[config.mk]
export PLATFORM = sky130hd
export DESIGN_NAME = mdu_scheduler_flat
export DESIGN_NICKNAME = d
export VERILOG_FILES = /design/src/rtl/mdu_scheduler_pkg.sv /design/src/rtl/mdu_scheduler_if.sv /design/src/rtl/mdu_scheduler_hilo_use.sv /design/src/rtl/mdu_scheduler.sv /design/src/flat_wrapper.sv
export SDC_FILE = /design/constraint.sdc
export NUM_CORES = 1
export LEC_CHECK = 0
export CORE_ASPECT_RATIO = 0.75
export CORE_MARGIN = 2
export CORE_UTILIZATION = 32
export CTS_CLUSTER_SIZE = 28
export DETAILED_ROUTE_END_ITERATION = 8
export PLACE_DENSITY_LB_ADDON = 0.05
export SLEW_MARGIN = 25
export SYNTH_ARGS = -nofsm -noshare
export SYNTH_HDL_FRONTEND = slang
export SYNTH_SLANG_ARGS = --single-unit
[constraint.sdc]
create_clock -name clk -period 1.4 [get_ports clk]
set_input_delay 0.28 -clock clk [delete_from_list [all_inputs] [get_ports clk]]
set_output_delay 0.28 -clock clk [all_outputs]
set_load 0.01 [all_outputs]
[src/rtl/mdu_scheduler_pkg.sv]
// Shared ISA constants, FSM state encoding and MDU op codes for the MDU scheduler.
package mdu_scheduler_pkg;

    typedef enum logic [1:0] {
        ST_IDLE = 2'd0,
        ST_RUN  = 2'd1,
        ST_DONE = 2'd2
    } mdu_state_e;

    typedef enum logic [1:0] {
        OP_MULT  = 2'b00,
        OP_MULTU = 2'b01,
        OP_DIV   = 2'b10,
        OP_DIVU  = 2'b11
    } mdu_op_e;

    localparam logic [5:0] OPC_SPECIAL = 6'h00;

    localparam logic [5:0] FN_MFHI  = 6'h10;
    localparam logic [5:0] FN_MTHI  = 6'h11;
    localparam logic [5:0] FN_MFLO  = 6'h12;
    localparam logic [5:0] FN_MTLO  = 6'h13;
    localparam logic [5:0] FN_MULT  = 6'h18;
    localparam logic [5:0] FN_MULTU = 6'h19;
    localparam logic [5:0] FN_DIV   = 6'h1A;
    localparam logic [5:0] FN_DIVU  = 6'h1B;

    function automatic logic [5:0] get_opcode(input logic [31:0] instr);
        return instr[31:26];
    endfunction

    function automatic logic [5:0] get_funct(input logic [31:0] instr);
        return instr[5:0];
    endfunction

endpackage

[src/rtl/mdu_scheduler_if.sv]
// ID-stage / MDU signal bundle for the MDU scheduler.
interface mdu_scheduler_if;
    logic [31:0] idInstruction;
    logic        idHold;
    logic        idFlush;
    logic        mduStart;
    logic [1:0]  mduOp;
    logic        mduStep;
    logic        hiLoWe;
    logic        mduBusy;
    logic        stall;

    // Pipeline side: supplies the ID instruction, consumes the MDU controls.
    modport master (
        output idInstruction, idHold, idFlush,
        input  mduStart, mduOp, mduStep, hiLoWe, mduBusy, stall
    );

    // Scheduler side.
    modport slave (
        input  idInstruction, idHold, idFlush,
        output mduStart, mduOp, mduStep, hiLoWe, mduBusy, stall
    );
endinterface

[src/rtl/mdu_scheduler_hilo_use.sv]
// Combinational decoder: flags mult/div ops and any instruction touching HI/LO.
module hilo_use
    import mdu_scheduler_pkg::*;
(
    input  logic [5:0] opcode_i,
    input  logic [5:0] funct_i,
    output logic       isMd_o,
    output logic       usesHiLo_o
);

    // Only SPECIAL-opcode instructions can be mult/div or HI/LO moves.
    always_comb begin
        isMd_o     = 1'b0;
        usesHiLo_o = 1'b0;
        if (opcode_i == OPC_SPECIAL) begin
            isMd_o     = funct_i inside {FN_MULT, FN_MULTU, FN_DIV, FN_DIVU};
            usesHiLo_o = isMd_o || (funct_i inside {FN_MFHI, FN_MTHI, FN_MFLO, FN_MTLO});
        end
    end

endmodule

[src/rtl/mdu_scheduler.sv]
// Issues mult/div ops to the iterative MDU, counts its latency, strobes the
// HI/LO write and stalls HI/LO users in ID while an op is in flight.
module mdu_scheduler
    import mdu_scheduler_pkg::*;
#(
    parameter int unsigned MUL_CYCLES = 4,
    parameter int unsigned DIV_CYCLES = 32,
    parameter int unsigned CNT_W      = 6
) (
    input  logic          clk,
    input  logic          resetN,
    mdu_scheduler_if.slave bus
);

    localparam logic [CNT_W-1:0] MUL_LOAD = CNT_W'(MUL_CYCLES - 1);
    localparam logic [CNT_W-1:0] DIV_LOAD = CNT_W'(DIV_CYCLES - 1);

    mdu_state_e       state_q, state_d;
    logic [CNT_W-1:0] count_q, count_d;
    mdu_op_e          op_q, op_d;
    logic             start_q, start_d;

    logic       idIsMd;
    logic       idUsesHiLo;
    logic       issue;
    logic [5:0] idFunct;

    assign idFunct = get_funct(bus.idInstruction);

    hilo_use u_hilo_use (
        .opcode_i   (get_opcode(bus.idInstruction)),
        .funct_i    (idFunct),
        .isMd_o     (idIsMd),
        .usesHiLo_o (idUsesHiLo)
    );

    assign bus.mduBusy  = (state_q != ST_IDLE);
    assign bus.stall    = bus.mduBusy & idUsesHiLo;
    assign bus.mduStart = start_q;
    assign bus.mduOp    = op_q;

    // A mult/div always counts as a HI/LO user, so issue can only fire in IDLE.
    assign issue = idIsMd & ~bus.idHold & ~bus.idFlush & ~bus.stall;

    // Next-state, counter load/decrement and per-state strobes.
    always_comb begin
        state_d     = state_q;
        count_d     = count_q;
        op_d        = op_q;
        start_d     = 1'b0;
        bus.mduStep = 1'b0;
        bus.hiLoWe  = 1'b0;
        unique case (state_q)
            ST_IDLE: begin
                if (issue) begin
                    state_d = ST_RUN;
                    start_d = 1'b1;
                    op_d    = mdu_op_e'(idFunct[1:0]);
                    count_d = idFunct[1] ? DIV_LOAD : MUL_LOAD;
                end
            end
            ST_RUN: begin
                bus.mduStep = 1'b1;
                if (count_q != '0) begin
                    count_d = count_q - CNT_W'(1);
                end else begin
                    state_d = ST_DONE;
                end
            end
            ST_DONE: begin
                bus.hiLoWe = 1'b1;
                state_d    = ST_IDLE;
            end
            default: state_d = ST_IDLE;
        endcase
    end

    // State register; reset abandons any in-flight op.
    always_ff @(posedge clk) begin
        if (!resetN) begin
            state_q <= ST_IDLE;
            count_q <= '0;
            op_q    <= OP_MULT;
            start_q <= 1'b0;
        end else begin
            state_q <= state_d;
            count_q <= count_d;
            op_q    <= op_d;
            start_q <= start_d;
        end
    end

endmodule

[src/flat_wrapper.sv]
// flat-port wrapper written by rule: the top's interface ports become plain ports
module mdu_scheduler_flat import mdu_scheduler_pkg::*;
#(
    parameter int unsigned MUL_CYCLES = 4,
    parameter int unsigned DIV_CYCLES = 32,
    parameter int unsigned CNT_W      = 6
)
  (clk, resetN, bus_idInstruction, bus_idHold, bus_idFlush, bus_mduStart, bus_mduOp, bus_mduStep, bus_hiLoWe, bus_mduBusy, bus_stall);
  mdu_scheduler_if bus_i ();
  input  logic clk;
  input  logic resetN;
  input wire logic [$bits(bus_i.idInstruction)-1:0] bus_idInstruction;
  input wire logic [$bits(bus_i.idHold)-1:0] bus_idHold;
  input wire logic [$bits(bus_i.idFlush)-1:0] bus_idFlush;
  output wire logic [$bits(bus_i.mduStart)-1:0] bus_mduStart;
  output wire logic [$bits(bus_i.mduOp)-1:0] bus_mduOp;
  output wire logic [$bits(bus_i.mduStep)-1:0] bus_mduStep;
  output wire logic [$bits(bus_i.hiLoWe)-1:0] bus_hiLoWe;
  output wire logic [$bits(bus_i.mduBusy)-1:0] bus_mduBusy;
  output wire logic [$bits(bus_i.stall)-1:0] bus_stall;
  assign bus_i.idInstruction = bus_idInstruction;
  assign bus_i.idHold = bus_idHold;
  assign bus_i.idFlush = bus_idFlush;
  assign bus_mduStart = bus_i.mduStart;
  assign bus_mduOp = bus_i.mduOp;
  assign bus_mduStep = bus_i.mduStep;
  assign bus_hiLoWe = bus_i.hiLoWe;
  assign bus_mduBusy = bus_i.mduBusy;
  assign bus_stall = bus_i.stall;
  mdu_scheduler #(.MUL_CYCLES(MUL_CYCLES), .DIV_CYCLES(DIV_CYCLES), .CNT_W(CNT_W)) u_core (.clk(clk), .resetN(resetN), .bus(bus_i));
endmodule
# Yosys cells after proc, flatten, opt, wreduce, memory -nomap -nowiden
# Index checks and enable logic that the tools add are counted.
# word_totals
output_inout_bits,7
ff_bits,11
# classes
bitwise,7
n_addsub,1
n_eq_ne,13
reduce_logical,12
n_mux,12
# ops
operator,count
$eq 6x5->1 const B,8
$mux 6,2
$pmux 6 s2,1
$reduce_bool 4->1,2
$logic_not 6->1,1
$reduce_and 2->1,3
$reduce_bool 6->1,1
$sub 6x1->6 const B,1
$mux 1,5
$mux 5,1
$and 1x1->1,4
$mux 2,2
$ne 2x1->1 const B,2
$pmux 2 s2,1
$reduce_bool 2->1,2
$not 1->1,3
$reduce_and 3->1,1
$eq 2x1->1 const B,1
$eq 2x2->1 const B,1
$logic_not 2->1,1
$ne 2x2->1 const B,1
$logic_or 1x1->1,1

# Longest topological paths before layout
# depth
ltp_word,9
mapped_depth,6

# Modules after synthesis
# Synthesis repeated with hierarchy kept, for this count alone.
# hier_totals
hier_cells,75
hier_area_um2,639.4
# by_module_without_submodules
mod,n_inst,area_per_inst_um2,cells_per_inst,seq_area_each_um2
mdu_scheduler,1,600.6,70,220.2
hilo_use,1,38.8,5,0.0

# Least setup slack after synthesis
# No wires, ideal clock.
# synth_path
path_kind,register to register
start,reg u_core.state_q[0]
end,reg u_core.count_q[5]
path_stages_with_launch,5
setup_time_ns,0.072
path_buffers,0
slack_ns,-0.074
arrival_ns,1.403
synth_period_minus_slack_ns,1.474
cell_sequence,dfxtp_1 nor4_4 nand4_4 a2111oi_4 mux2i_1
# synth_between
elab_chain_cells,6
word_cells_on_any_way,11
cone_classes,eq/ne (3); mux (1); bitwise (3); reduce/logical (4)
# synth_lines
item,line_no,text
"start, declared",mdu_scheduler.sv:18,"mdu_state_e state_q, state_d;"
"start signal, assigned",mdu_scheduler.sv:86,state_q <= state_d;
$reduce_bool 2->1,mdu_scheduler.sv:37,assign bus.mduBusy = (state_q != ST_IDLE);
$and 1x1->1,mdu_scheduler.sv:38,assign bus.stall = bus.mduBusy & idUsesHiLo;
$not 1->1,mdu_scheduler.sv:43,assign issue = idIsMd & ~bus.idHold & ~bus.idFlush & ~bus.stall;
$and 1x1->1,mdu_scheduler.sv:43,
$ne 2x1->1 (no source line),--,
$reduce_and 3->1 (no source line),--,
"end signal, assigned",mdu_scheduler.sv:87,count_q <= count_d;
"end, declared",mdu_scheduler.sv:19,"logic [CNT_W-1:0] count_q, count_d;"
# Parallel ways exist; a longest one is shown, timed or not.
# A chain may end at the register's enable or synchronous reset.

# Worst setup path after layout
# layout_path
start,reg u_core.state_q[0]
end,out bus_stall
# layout_between
elab_chain_cells,2
# layout_lines
item,line_no,text
$reduce_bool 2->1,mdu_scheduler.sv:37,
$and 1x1->1,mdu_scheduler.sv:38,
"end, declared",flat_wrapper.sv:20,output wire logic [$bits(bus_i.stall)-1:0] bus_stall;
# Every way passes these cells.

==> metrics.csv <==
metric;value;unit
status;complete, but fails checks;
violations;negative setup slack;
timing.rr.end;u_core.count_q[1];
synth-edff-count;0;
io_pins;43;
drt_first_pass_iters;4;
totalWireLength;1900;um
slowest_delay;0.33;ns
die_h;43.8;um
hold_class;reg2reg;
start_kind;register;
tns;-0.514;ns
port_buffers;22;
critical_path_class;reg2out;
die-area;0.00250;sq mm
yosys_warnings;0;
drc;0;
p_total;0.617;mW
clock-sinks;11;
endpoint_kind;primary output;
rrSetupSlack;-0.09;ns
grt_usage;17.3;%
clock-skew-final;0.00656;ns
clkSlewWorstSetupHoldPaths;0.08;ns
syn_inst;72;
max_freq;658;MHz
syn_nets;110;
h-tree-depth;1;
drive_above_1_share;54.5;%
max_slew_margin;79.1;%
yosysTopAreaCell;dfxtp_1;
dp.cells;140;
finalCritPeriodShare;109;%
hpwl;1440;um
grt_pass1_wl;3310;um
holdBufCountCts;0;
cts_buffers;3;
cts_max_path_buffers;2;
synth_area_per_cell;9.40;sq um
synth_cell_type_count;33;
syn_to_final_growth;82.4;%
period_minus_slack;1.52;ns
post_drt_wl_per_cell;13.1;um
synth.top_cell.area_share;32.5;%
drv_slew;0;
root_buffer;clkbuf_4;
post-place-ws;-0.693;ns
hp-start;u_core.bus.mduOp[0];
place.gp.congestion;0.808;
worst_slack;-0.120;ns
start_util;33.9;%
ys_ff_latch;11;
required;1.12;ns
row_count;14;
synth_commonest_cells;dfxtp_1, nand2_1, a21oi_1;
min_to;u_core.bus.mduOp[0];
fin_nets;160;
layoutNonFillerInstCount;145;
yosys_most_used_dff;dfxtp_1;
netlist_area;677;sq um
antenna_found_initial;0;
cp_slowest_cell;dfxtp_2;
setup_violations;8;
ant_nets;0;
num_antenna_cells;0;
dieWidth;57.1;um
cts_tree;built;
min_path_cells;2;
ir_worst_vdd;0.493;mV
coreArea;0.00200;sq mm
vias;713;
ys_async_sr_fraction;0;%
cp.buffers_inverters;1;
r2r-start;u_core.state_q[0];
hold_viol;0;
grt_max_degree;11;
grt_overflow;0;
worst_pin_slew;0.312;ns
grt_pass1_vias;751;
cp_max_fo;2;
grt_setup_unrepaired;true;
crit_family;simple AND/OR/NAND/NOR gates;
arrival;1.24;ns
dr.first_iter.drc_count;10;
yosysSeqAreaShare;32.5;%
maxCapViolations;0;
r2r.worst_path.cells;5;
cp_cell_sequence;or2_4 -> nor4b_4 -> and3_4 -> buf_6;
worstSkewPairLatency;0.27;ns
yosys-top-cells-area;dfxtp_1, nor4_4, nand2_1;
p_leak;0.526;nW
p_per_area;500;mW/mm^2
vias_per_cell;4.92;
[logic make-up after synthesis]
logic type	share of synthesized area [%]
AND/OR/NAND/NOR	37.3
AO/OA/AOI/OAI	20.5
buffers and inverters	4.43
flip-flops	32.5
adder cells (fa/ha/maj)	3.70
multiplexers	1.48
[metrics by stage]
stage          util (%)  hold slack, ns  cell area [sq um]
2_1_floorplan         -           0.420                692
3_3_place_gp       55.5           0.440               1110
3_5_place_dp       55.5           0.445               1110
4_1_cts            58.9           0.460               1180
5_1_grt            61.8           0.494               1230
6_report           61.8           0.465               1230
[state kept, by name (all words and copies together) (netlist names)]
name and count:
u_core.count_q 6, u_core.bus.mduOp 2, u_core.state_q 2, u_core.bus.mduStart 1
[repair_timing]
| item | in CTS | in global routing |
|---|---|---|
| pin swaps | 13 | 3 |
| resized for setup | 45 | 16 |
| setup endpoints to repair | 16 | 11 |
| setup buffers | 0 | 1 |
[cells in the final DEF, fill, tap and decap left out, types with 2 or more instances in the layout]
master	count
a21oi_1	3
a21oi_2	4
and2b_2	2
buf_2	2
buf_4	21
buf_6	6
clkbuf_4	3
clkdlybuf4s50_1	5
dfxtp_1	7
dfxtp_2	4
dlygate4sd2_1	11
inv_1	3
nand2_1	9
nand2_2	2
nor2_1	4
nor2_4	2
nor3_1	2
nor4_4	3
nor4b_4	2
[worst reg2reg max path, cell delays in order (launching register included)]
cell      delay, ns
dfxtp_2        0.33
buf_6          0.12
nor4_4         0.29
and4_4         0.35
nor3_1         0.07
a311oi_1       0.24
[worst max-delay path by stage]
stage,startpoint,to,cells after the start
floorplan,u_core.state_q[1],u_core.count_q[5],5
global placement,bus_idInstruction[26],bus_stall,4
detailed placement,bus_idInstruction[26],bus_stall,4
CTS,u_core.state_q[1],u_core.count_q[1],7
global route,u_core.state_q[0],bus_stall,4
finish,u_core.state_q[0],bus_stall,4
[metal layers]
metal	global-route usage, %	routed length, um
met5	0	0
met4	1.40	0
met3	6.57	62
met2	29.4	922
met1	21.9	919
[where the power goes]
group / switching (mW) / internal, mW
clock: 0.113 / 0.106
sequential: 0.0000585 / 0.312
combinational: 0.0366 / 0.0486
total: 0.150 / 0.467
[area by class of cell]
type,count,area (sq um)
fillers,174,762
multi-input cells,55,533
repair buffers,47,404
flip-flops and latches,11,225
well taps,24,30.0
clock buffers,3,22.5
inverters,4,15.0
clock inverters,1,5.00
Note: power is estimated with default switching activity, not from simulation.
